==> config.mk <==
export PLATFORM = sky130hd
export DESIGN_NAME = fifo_rx_apb
export DESIGN_NICKNAME = d
export VERILOG_FILES = /design/src/rtl/fifo_rx_pkg.sv /design/src/rtl/fifo_rx_apb_deser.sv /design/src/rtl/fifo_rx_apb.sv
export SDC_FILE = /design/constraint.sdc
export NUM_CORES = 1
export LEC_CHECK = 0
export CORE_MARGIN = 5
export CORE_UTILIZATION = 50
export CTS_CLUSTER_SIZE = 24
export DETAILED_ROUTE_END_ITERATION = 10
export GPL_TIMING_DRIVEN = 1
export PLACE_DENSITY = 0.71
export SLEW_MARGIN = 20
export SYNTH_ARGS = -nofsm -noshare
export SYNTH_HDL_FRONTEND = slang
export SYNTH_SLANG_ARGS = --single-unit
==> constraint.sdc <==
create_clock -name clk -period 3.2 [get_ports clk]
set_clock_uncertainty 0.05 [all_clocks]
set_input_delay 0.48 -clock clk [delete_from_list [all_inputs] [get_ports clk]]
set_output_delay 0.48 -clock clk [all_outputs]
set_load 0.03 [all_outputs]
==> src/rtl/fifo_rx_pkg.sv <==
// Shared defaults, pointer/count types and APB response codes for the RX byte FIFO.
package fifo_rx_pkg;
    localparam int unsigned DATA_W_DEF = 8;
    localparam int unsigned DEPTH_DEF  = 16;
    localparam int unsigned PTR_W_DEF  = $clog2(DEPTH_DEF);
    localparam int unsigned CNT_W_DEF  = $clog2(DEPTH_DEF + 1);

    typedef logic [PTR_W_DEF-1:0] ptr_t;
    typedef logic [CNT_W_DEF-1:0] count_t;

    localparam logic PSLVERR_OK  = 1'b0;
    localparam logic PSLVERR_ERR = 1'b1;
endpackage

==> src/rtl/fifo_rx_apb_deser.sv <==
// LSB-first serial-to-parallel converter; byte_valid pulses on the edge that samples the last bit.
module rx_deser #(
    parameter int unsigned DATA_W = 8
) (
    input  logic              clk,
    input  logic              reset,
    input  logic              en_cdr,
    input  logic              data_in,
    output logic [DATA_W-1:0] byte_data,
    output logic              byte_valid
);
    localparam int unsigned CNT_W = (DATA_W > 1) ? $clog2(DATA_W) : 1;
    localparam logic [CNT_W-1:0] LAST_BIT = CNT_W'(DATA_W - 1);

    // Holds the bits gathered so far, newest at the top, so the current bit completes the byte.
    logic [DATA_W-2:0] shreg;
    logic [CNT_W-1:0]  bit_cnt;

    assign byte_data  = {data_in, shreg};
    assign byte_valid = en_cdr && (bit_cnt == LAST_BIT);

    always_ff @(posedge clk) begin
        if (reset) begin
            shreg   <= '0;
            bit_cnt <= '0;
        end else if (en_cdr) begin
            shreg   <= byte_data[DATA_W-1:1];
            bit_cnt <= byte_valid ? '0 : bit_cnt + CNT_W'(1);
        end
    end
endmodule

==> src/rtl/fifo_rx_apb.sv <==
// RX byte FIFO: deserialised CDR bits stored in a circular buffer, drained by a read-only APB port.
module fifo_rx_apb
    import fifo_rx_pkg::*;
#(
    parameter int unsigned DATA_W = DATA_W_DEF,
    parameter int unsigned DEPTH  = DEPTH_DEF
) (
    input  logic              clk,
    input  logic              reset,
    input  logic              en_cdr,
    input  logic              data_in,
    input  logic              psel,
    input  logic              penable,
    input  logic              pwrite,
    output logic [DATA_W-1:0] prdata,
    output logic              pready,
    output logic              pslverr,
    output logic              empty,
    output logic              full,
    output logic              overflow
);
    localparam int unsigned PTR_W = $clog2(DEPTH);
    localparam int unsigned CNT_W = $clog2(DEPTH + 1);
    localparam logic [CNT_W-1:0] CNT_FULL = CNT_W'(DEPTH);

    logic [DATA_W-1:0] mem [DEPTH];
    logic [PTR_W-1:0]  wr_ptr;
    logic [PTR_W-1:0]  rd_ptr;
    logic [CNT_W-1:0]  count;
    logic [CNT_W-1:0]  count_nxt;

    logic [DATA_W-1:0] byte_data;
    logic              byte_valid;
    logic              access;
    logic              pop;
    logic              push_ok;
    logic              drop;

    rx_deser #(.DATA_W(DATA_W)) u_deser (
        .clk        (clk),
        .reset      (reset),
        .en_cdr     (en_cdr),
        .data_in    (data_in),
        .byte_data  (byte_data),
        .byte_valid (byte_valid)
    );

    assign empty = (count == '0);
    assign full  = (count == CNT_FULL);

    // APB decode and push/pop arbitration; a pop on a full FIFO frees the slot for a same-edge push.
    always_comb begin
        access    = psel && penable;
        pready    = 1'b0;
        pslverr   = PSLVERR_OK;
        prdata    = '0;
        pop       = 1'b0;
        push_ok   = 1'b0;
        drop      = 1'b0;
        count_nxt = count;

        if (access) begin
            pready = 1'b1;
            if (pwrite || empty) begin
                pslverr = PSLVERR_ERR;
            end else begin
                prdata = mem[rd_ptr];
                pop    = 1'b1;
            end
        end

        if (byte_valid) begin
            if (!full || pop) push_ok = 1'b1;
            else              drop    = 1'b1;
        end

        if (push_ok && !pop)      count_nxt = count + CNT_W'(1);
        else if (pop && !push_ok) count_nxt = count - CNT_W'(1);
    end

    always_ff @(posedge clk) begin
        if (reset) begin
            wr_ptr   <= '0;
            rd_ptr   <= '0;
            count    <= '0;
            overflow <= 1'b0;
        end else begin
            if (push_ok) wr_ptr <= wr_ptr + PTR_W'(1);
            if (pop)     rd_ptr <= rd_ptr + PTR_W'(1);
            count <= count_nxt;
            if (drop) overflow <= 1'b1;
        end
    end

    // Storage carries no reset; occupancy alone decides which entries are meaningful.
    always_ff @(posedge clk) begin
        if (!reset && push_ok) mem[wr_ptr] <= byte_data;
    end
endmodule

Word level (Yosys, flattened, before mapping)
Memories as Yosys holds them, arrays and structs flattened. A register that Yosys moved wholly into a read port is not among the register bits.
Index checks and enable logic that the tools add are counted.

storage, ports and cells
  flip-flop bits (word level) = 24
  bits in writable memories = 128
  output and inout bits = 13
  logic and storage cells = 45
  memories = 1

cells by class
  $add $sub $neg = 5
  equality and inequality tests = 2
  multiplexer cells = 18
  reduce and logical (&&, ||, !) cells = 13

memory list
  memory  words  width  read ports  clocked after memory_dff  wr ports  RTL line           source
  mem     16     8      1           1                         1         fifo_rx_apb.sv:26  logic [DATA_W-1:0] mem [DEPTH];

operators by type and width
  operator                                          number
  two-way mux 8 bit                                 2
  two-way mux 1 bit                                 11
  two-way mux 5 bit                                 2
  adder 4 x 1 -> 4 bit, second input constant       2
  two-way mux 4 bit                                 2
  adder 5 x 1 -> 5 bit, second input constant       1
  == test 5 bit, second input constant              1
  logical AND 1 bit                                 5
  zero test 5 bit                                   1
  subtractor 5 x 1 -> 5 bit, second input constant  1
  zero test 1 bit                                   4
  adder 3 x 1 -> 3 bit, second input constant       1
  == test 3 bit, second input constant              1
  two-way mux 3 bit                                 1
  logical OR 1 bit                                  2
  nonzero test 2 bit                                1

Longest topological paths before layout
  word-level depth = 11
  mapped depth = 13

Cells and area by module
From an unflattened synthesis, not the netlist that was laid out.

second synthesis, totals
  cell total of the unflattened synthesis = 352
  area, all modules = 6273.5 um2

by module, submodules not included
  module       instances  cells an instance  area each (um2)  seq. area each (um2)
  fifo_rx_apb  1          314                5874.4           4204.0
  rx_deser     1          38                 399.1            200.2

Least setup slack after synthesis
No wires, ideal clock.

  path kind = flip-flop to flip-flop
  start = register u_deser.bit_cnt[0]
  end = register count[4]
  arrival time = 2.558 ns
  required time = 3.029 ns
  setup slack = 0.471 ns
  stages on the path, launching flop included = 14
  buffers on the path = 1
  cells stage by stage = dfxtp_1 -> ha_1 -> ha_1 -> nand2_1 -> a31o_2 -> clkbuf_1 -> inv_1 -> ha_1 -> inv_1 -> ha_1 -> a21oi_1 -> a211oi_1 -> a31oi_1 -> mux2_2

on the way
  cells in the longest elaborated chain, start to end = 6
  elaborated cells on any way between the ends = 8
  those cells by class = eq/ne: 1; mux: 2; reduce/logical: 5

RTL lines
  item                          RTL line                 source
  start, declared               fifo_rx_apb_deser.sv:17  logic [CNT_W-1:0] bit_cnt;
  start signal, assigned        fifo_rx_apb_deser.sv:28  bit_cnt <= byte_valid ? '0 : bit_cnt + CNT_W'(1);
  == test 3 bit (*)             fifo_rx_apb_deser.sv:20  assign byte_valid = en_cdr && (bit_cnt == LAST_BIT);
  logical AND 1 bit (*)         fifo_rx_apb_deser.sv:20
  two-way mux 1 bit (*)         fifo_rx_apb.sv:72        if (byte_valid) begin
  zero test 1 bit               fifo_rx_apb.sv:78        else if (pop && !push_ok) count_nxt = count - CNT_W'(1);
  logical AND 1 bit             fifo_rx_apb.sv:78
  nonzero test 2 bit (no line)  -
  end signal, assigned          fifo_rx_apb.sv:90        count <= count_nxt;
  end, declared                 fifo_rx_apb.sv:29        logic [CNT_W-1:0] count;

Mark *: on every way between the ends. The rest lies on a longest branch, timed or not.
A chain may end at the register's enable or synchronous reset.

Worst setup path in the final report
  start = register count[1]
  end = output port pslverr

on the way
  cells in the longest elaborated chain, start to end = 4

RTL lines
  item               RTL line           source
  zero test 5 bit    fifo_rx_apb.sv:48  assign empty = (count == '0);
  logical OR 1 bit   fifo_rx_apb.sv:64  if (pwrite || empty) begin
  two-way mux 1 bit  fifo_rx_apb.sv:64
  two-way mux 1 bit  fifo_rx_apb.sv:62  if (access) begin
  end, declared      fifo_rx_apb.sv:17  output logic pslverr,

Every way passes these cells.

==> results.yml <==
status:
  status: "complete, no violations"
floorplan:
  rows: 41
  die_y_um: 122.2
  fp.coreArea_um2: 12470
  die_w_um: 122.2
  dieArea_um2: 14940
  io_pins: 20
  initial_core_util_pct: 50.51
worst_setup_path:
  arrival_ns: 2.39
  critPathRequiredTime_ns: 2.67
  r2r_slack_ns: 0.39
  worstSetupStartpointType: "flip-flop"
  reg2reg_depth: 9
  crit_family: "simple AND/OR/NAND/NOR gates"
  timing.rr.end: "count[4]"
  cp_max_fo: 5
  worstPathCellList: "or4_4 > nor2_1 > o21a_1 > clkdlybuf4s50_1"
  critPathSlowestCell: "clkdlybuf4s50_1"
  critPathKind: "reg -> out"
  cpPeakStageDelay_ns: 0.66
  cp_num_buf_inv: 1
  r2r-start: "count[1]"
  critPathCaptureType: "primary output"
finish:
  num_antenna_cells: 0
  syn2layout_area_growth_pct: 17.67
  nets: 418
  utilization_pct: 59.43
  multiInputGateArea_um2: 1767
  instances_no_fill: 583
  drive_gt1_share_pct: 23.84
  layout.area.seq_um2: 4405
  fillers: 960
pwr:
  internal-power_mw: 3.581
  swShare_pct: 18.41
  p_leak_nw: 2.447
  pwr-share-clk_pct: 49.1
  p_switching_uw: 807.7
  power.density_nw_per_um2: 592.4
  share_seq_of_total_power_pct: 49.9
  combPwrFrac_pct: 1.0
  power.ir.vdd_worst_v: 0.0003854
worst_hold_path:
  hold_depth: 2
  hold_path_end: "overflow"
  hold_start: "overflow"
  hp-class: "reg -> reg"
routing:
  drt-initial-drc-count: 264
  antenna_left: 0
  vias_per_cell: 5.480
  first_pass_iters: 5
  drt_wl_total_um: 11730
  drc: 0
  via_count: 3195
  wl_per_cell_um: 20.11
cts:
  clk_latency_ns: 0.41
  clkSinkCount: 156
  clk_path_buf_depth: 2
  htreeDepth: 4
  postCtsSetupBuffers: 0
  cts-root-buf: "clkbuf_16"
  clkTransAtPathRegs_ns: 0.06
  cts_resized: 0
  numCtsBuffers: 17
  cts_tree: "yes"
  cts.hold.buffers_added: 0
global_route:
  grt_pass1_vias: 3230
  grt_start_max_net_pins: 33
  grt_pass1_wl_um: 18570
  overflow: 0
  grt_usage_pct: 17.40
  antenna_found_initial: 0
timing:
  fin_hold_ws_ns: 0.4165
  post-route-period-util_pct: 91.20
  period_needed_ns: 2.918
  timing.fmax_mhz: 342.7
  final-setup-viol-count: 0
  rsz0062_at_grt: "false"
  hold_viol_final: 0
  max_slew_margin_pct: 52.53
  fin_setup_tns_ns: 0
  report.final.slew_viol_count: 0
  tightest_slew_ns: 0.7111
logic_synthesis:
  synth.cell_area_um2: 6296
  syn_inst: 358
  synth-seq-cells: 156
  synth-async-reset-ratio_pct: 0
  yosys_warnings: 0
  syn-num-nets: 378
  synth-main-ff-cell: "edfxtp_1"
  synthDistinctLibCells: 41
  seq_area_frac_synth_pct: 69.95
  synth.avg_cell_area_um2: 17.59
  synth_edf_count: 128
job:
  max_cap_violations: 0
placement:
  hpwl_um: 7204
  place_congestion: 0.8049
  dpl.cell_count: 551
  portBuffers: 19
==> cell families after synthesis <==
group	synth area share, %
flops	69.95
fa+ha+maj	2.703
xor+xnor	0.9738
simple gates	5.525
buf+inv	1.987
compound gates	2.941
mux	15.92
==> layer usage <==
metal	global-route usage, %	wire length [µm]	vias to the layer above
li1	-	-	1491
met1	24.40	5057	1595
met2	26.35	5855	100
met3	5.668	727	9
met4	5.038	87	0
met5	0	0	-
==> power by group through the flow <==
stage | registers, mW | logic (mW) | clock network (mW)
after floorplan | 2.23 | 0.0243 | 0
after CTS | 2.19 | 0.0451 | 2.19
after global placement | 2.23 | 0.0432 | 0
final | 2.19 | 0.0443 | 2.15
after global routing | 2.19 | 0.0480 | 2.29
after detailed placement | 2.23 | 0.0448 | 0
==> cell usage after synthesis, types with 5 or more instances <==
library cell	number	share of area, %
edfxtp_1	128	61
mux4_2	32	11
dfxtp_1	28	8.9
mux2i_1	27	4.3
nor2_1	26	1.6
ha_1	12	2.4
nor3_1	12	0.95
clkbuf_1	8	0.48
o22ai_1	8	0.79
a21oi_1	7	0.56
inv_1	7	0.42
nand2b_1	7	0.70
nor4_1	5	0.50
xor2_1	5	0.70
==> layout make-up <==
| class | count | area share [%] |
|---|---|---|
| tap | 172 | 2.905 |
| clock buffer | 17 | 5.742 |
| inverter | 7 | 0.3547 |
| timing repair buffer | 41 | 4.695 |
| multi-input combinational | 175 | 23.85 |
| sequential | 156 | 59.47 |
| clock inverter | 15 | 2.989 |
==> worst register-to-register path: stages (launching register included) <==
cell and delay (ns):
dfxtp_1 0.35, or4_4 0.60, o21ai_4 0.19, ha_1 0.24, inv_1 0.12, ha_1 0.34, a21oi_1 0.19, a211oi_1 0.11
a31oi_1 0.17, mux2_2 0.34
==> placed cells by master, fill, tap and decap left out, types with 2 or more instances in the layout <==
| cell | instances |
|---|---|
| nor2_1 | 26 |
| nand2_1 | 3 |
| xor2_1 | 5 |
| buf_4 | 29 |
| nor3_1 | 12 |
| o211ai_1 | 2 |
| clkinv_1 | 2 |
| nand3b_1 | 4 |
| clkinv_4 | 2 |
| dfxtp_1 | 27 |
| xnor2_1 | 2 |
| nor4_1 | 5 |
| mux4_2 | 32 |
| clkbuf_16 | 17 |
| clkinvlp_4 | 5 |
| or3_1 | 2 |
| bufinv_16 | 5 |
| mux2i_1 | 27 |
| edfxtp_1 | 128 |
| o22ai_1 | 8 |
| and2_1 | 2 |
| a21oi_1 | 7 |
| inv_1 | 7 |
| o21ai_0 | 2 |
| nand2b_1 | 7 |
| ha_1 | 12 |
| nand3_1 | 2 |
| clkdlybuf4s50_1 | 11 |
==> state kept, by name, summed over array words and instances (netlist names), named ones only <==
signal           count
count                5
mem                128
overflow             1
rd_ptr               4
u_deser.bit_cnt      3
u_deser.shreg        7
wr_ptr               4
==> worst max-delay path by stage <==
stage,end,cells past startpoint,startpoint
after floorplan,count[4],13,u_deser.bit_cnt[0]
after global placement,count[4],10,penable
after global routing,pslverr,4,count[1]
final,pslverr,4,count[1]
after detailed placement,count[4],10,penable
after CTS,pslverr,4,count[1]
==> through the flow <==
stage	power [mW]	worst slack (ns)	area [µm²]
floorplan	2.253	0.4709	6296
global placement	2.275	0.1922	6761
detailed placement	2.278	0.1311	6761
CTS	4.421	0.2323	7408
global route	4.525	0.1482	7408
finish	4.389	0.2817	7408
Note: power is estimated with default switching activity, not from simulation.
==> variant: new RTL, same settings <==
Set the package constant `DEPTH_DEF` to 32 (it was 16).
--- a/src/rtl/fifo_rx_pkg.sv
+++ b/src/rtl/fifo_rx_pkg.sv
@@ -2,5 +2,5 @@
 package fifo_rx_pkg;
     localparam int unsigned DATA_W_DEF = 8;
-    localparam int unsigned DEPTH_DEF  = 16;
+    localparam int unsigned DEPTH_DEF  = 32;
     localparam int unsigned PTR_W_DEF  = $clog2(DEPTH_DEF);
     localparam int unsigned CNT_W_DEF  = $clog2(DEPTH_DEF + 1);
Formal check against the unedited RTL: no difference found for any inputs over 10 cycles, from zero or initial values and one cycle with reset high; that may be too few to reach the edited logic, so the function may still have changed.
==> variant against the original RTL <==
- first-iteration DRC count rose by 73%
- cell count rose by 68%
- worst setup slack got worse by 0.19 ns
- final area rose by 82%
- synthesized area rose by 81%
- routed wire length rose by 96%
- register-to-register slack got worse by 0.22 ns
- sequential cell count rose by 132
- sequential power rose by 86%
- die area rose by 74%
- power rose by 76%
- clock power rose by 62%
- sequential share of layout area rose by 2.5 points
- largest power group unchanged
==> variant: results <==
set metrics [dict create \
    final_cells 981 \
    nNonClkBuffers 81 \
    status "complete, no violations" \
    drive_above_1_share_pct 29.2 \
    routed_wl_um 22900 \
    gp_congestion 0.824 \
    synthTopCellsByCount "edfxtp_1, nor2_1, mux4_2" \
    hpwlAfterDp_um 13900 \
    synthAdderAreaFrac_pct 1.49 \
    clk_share_pct 7.51 \
    utilization_pct 59.7 \
    n_clock_buffer 40 \
    met1Wirelength_um 9980 \
    vias_per_cell 5.91 \
    grt_max_degree 35 \
    multi_input_gates 264 \
    grt_pass1_wl_um 35700 \
    path_max_fanout 7 \
    synthCells 591 \
    final_net_count 693 \
    max_stage_delay_ns 0.52 \
    peakVddDrop_mv 0.360 \
    synthMuxAreaShare_pct 14.0 \
    met3_usage_pct 2.37 \
    drt_iter0_markers 457 \
    ctsResizeCount 9 \
    grt_util_all_layers_pct 17.7 \
    dp_cells 914 \
    insertion_delay_ns 0.53 \
    ys_seq_elements 288 \
    cts_setup_buffers 4 \
    met1_usage_pct 25.6 \
    fillers 1605 \
    nonClockInverterCount 9 \
    multi_input_area_share_pct 21.7 \
    register_area_mm2 0.00834 \
    dpl_cell_area_mm2 0.0121 \
    wl_met2_um 11400 \
    synth.distinct_cells 43 \
    grt_pass1_vias 6025 \
    ys_seq_area_share_pct 72.9 \
    h-tree-depth 1 \
    numCtsBuffers 29 \
    grt_util_met2_pct 29.3 \
    max-clock-path-buffers 3 \
    wl_met3_um 1160 \
    pre_cts_ws_ns -0.115 \
    synth-compound-area-share_pct 4.31 \
]
-- variant: changes by cell type in the layout (fill, tap and decap cells not counted), sizes merged, moves of 10 or more --
cell    unedited run  this run
nand2              3        13
nor2              26        64
mux4              32        64
nor3              12         2
a22o               0        16
buf               30        67
mux2i             27        11
a221oi             0        16
edfxtp           128       256
clkbuf            17        43
-- variant: worst paths after layout --
path / depth (start not counted) / end / slack (ns)
setup / recovery: 7 / prdata[3] / 0.09
setup reg to reg: 11 / count[5] / 0.17
hold reg to reg: 2 / overflow / 0.41
hold / removal: 2 / overflow / 0.41
-- variant: power by group --
| group | switching (W) | leakage, nW | internal [W] | total, W |
|---|---|---|---|---|
| Combinational | 0.0000851 | 1.39 | 0.0000859 | 0.000171 |
| Clock | 0.00134 | 0.505 | 0.00215 | 0.00349 |
| Sequential | 0.0000212 | 2.61 | 0.00406 | 0.00408 |
-- variant: tightest hold or removal path, stage by stage, from the launching register on --
cell and delay (ns):
dfxtp_1 0.31, inv_1 0.05, a21oi_1 0.05
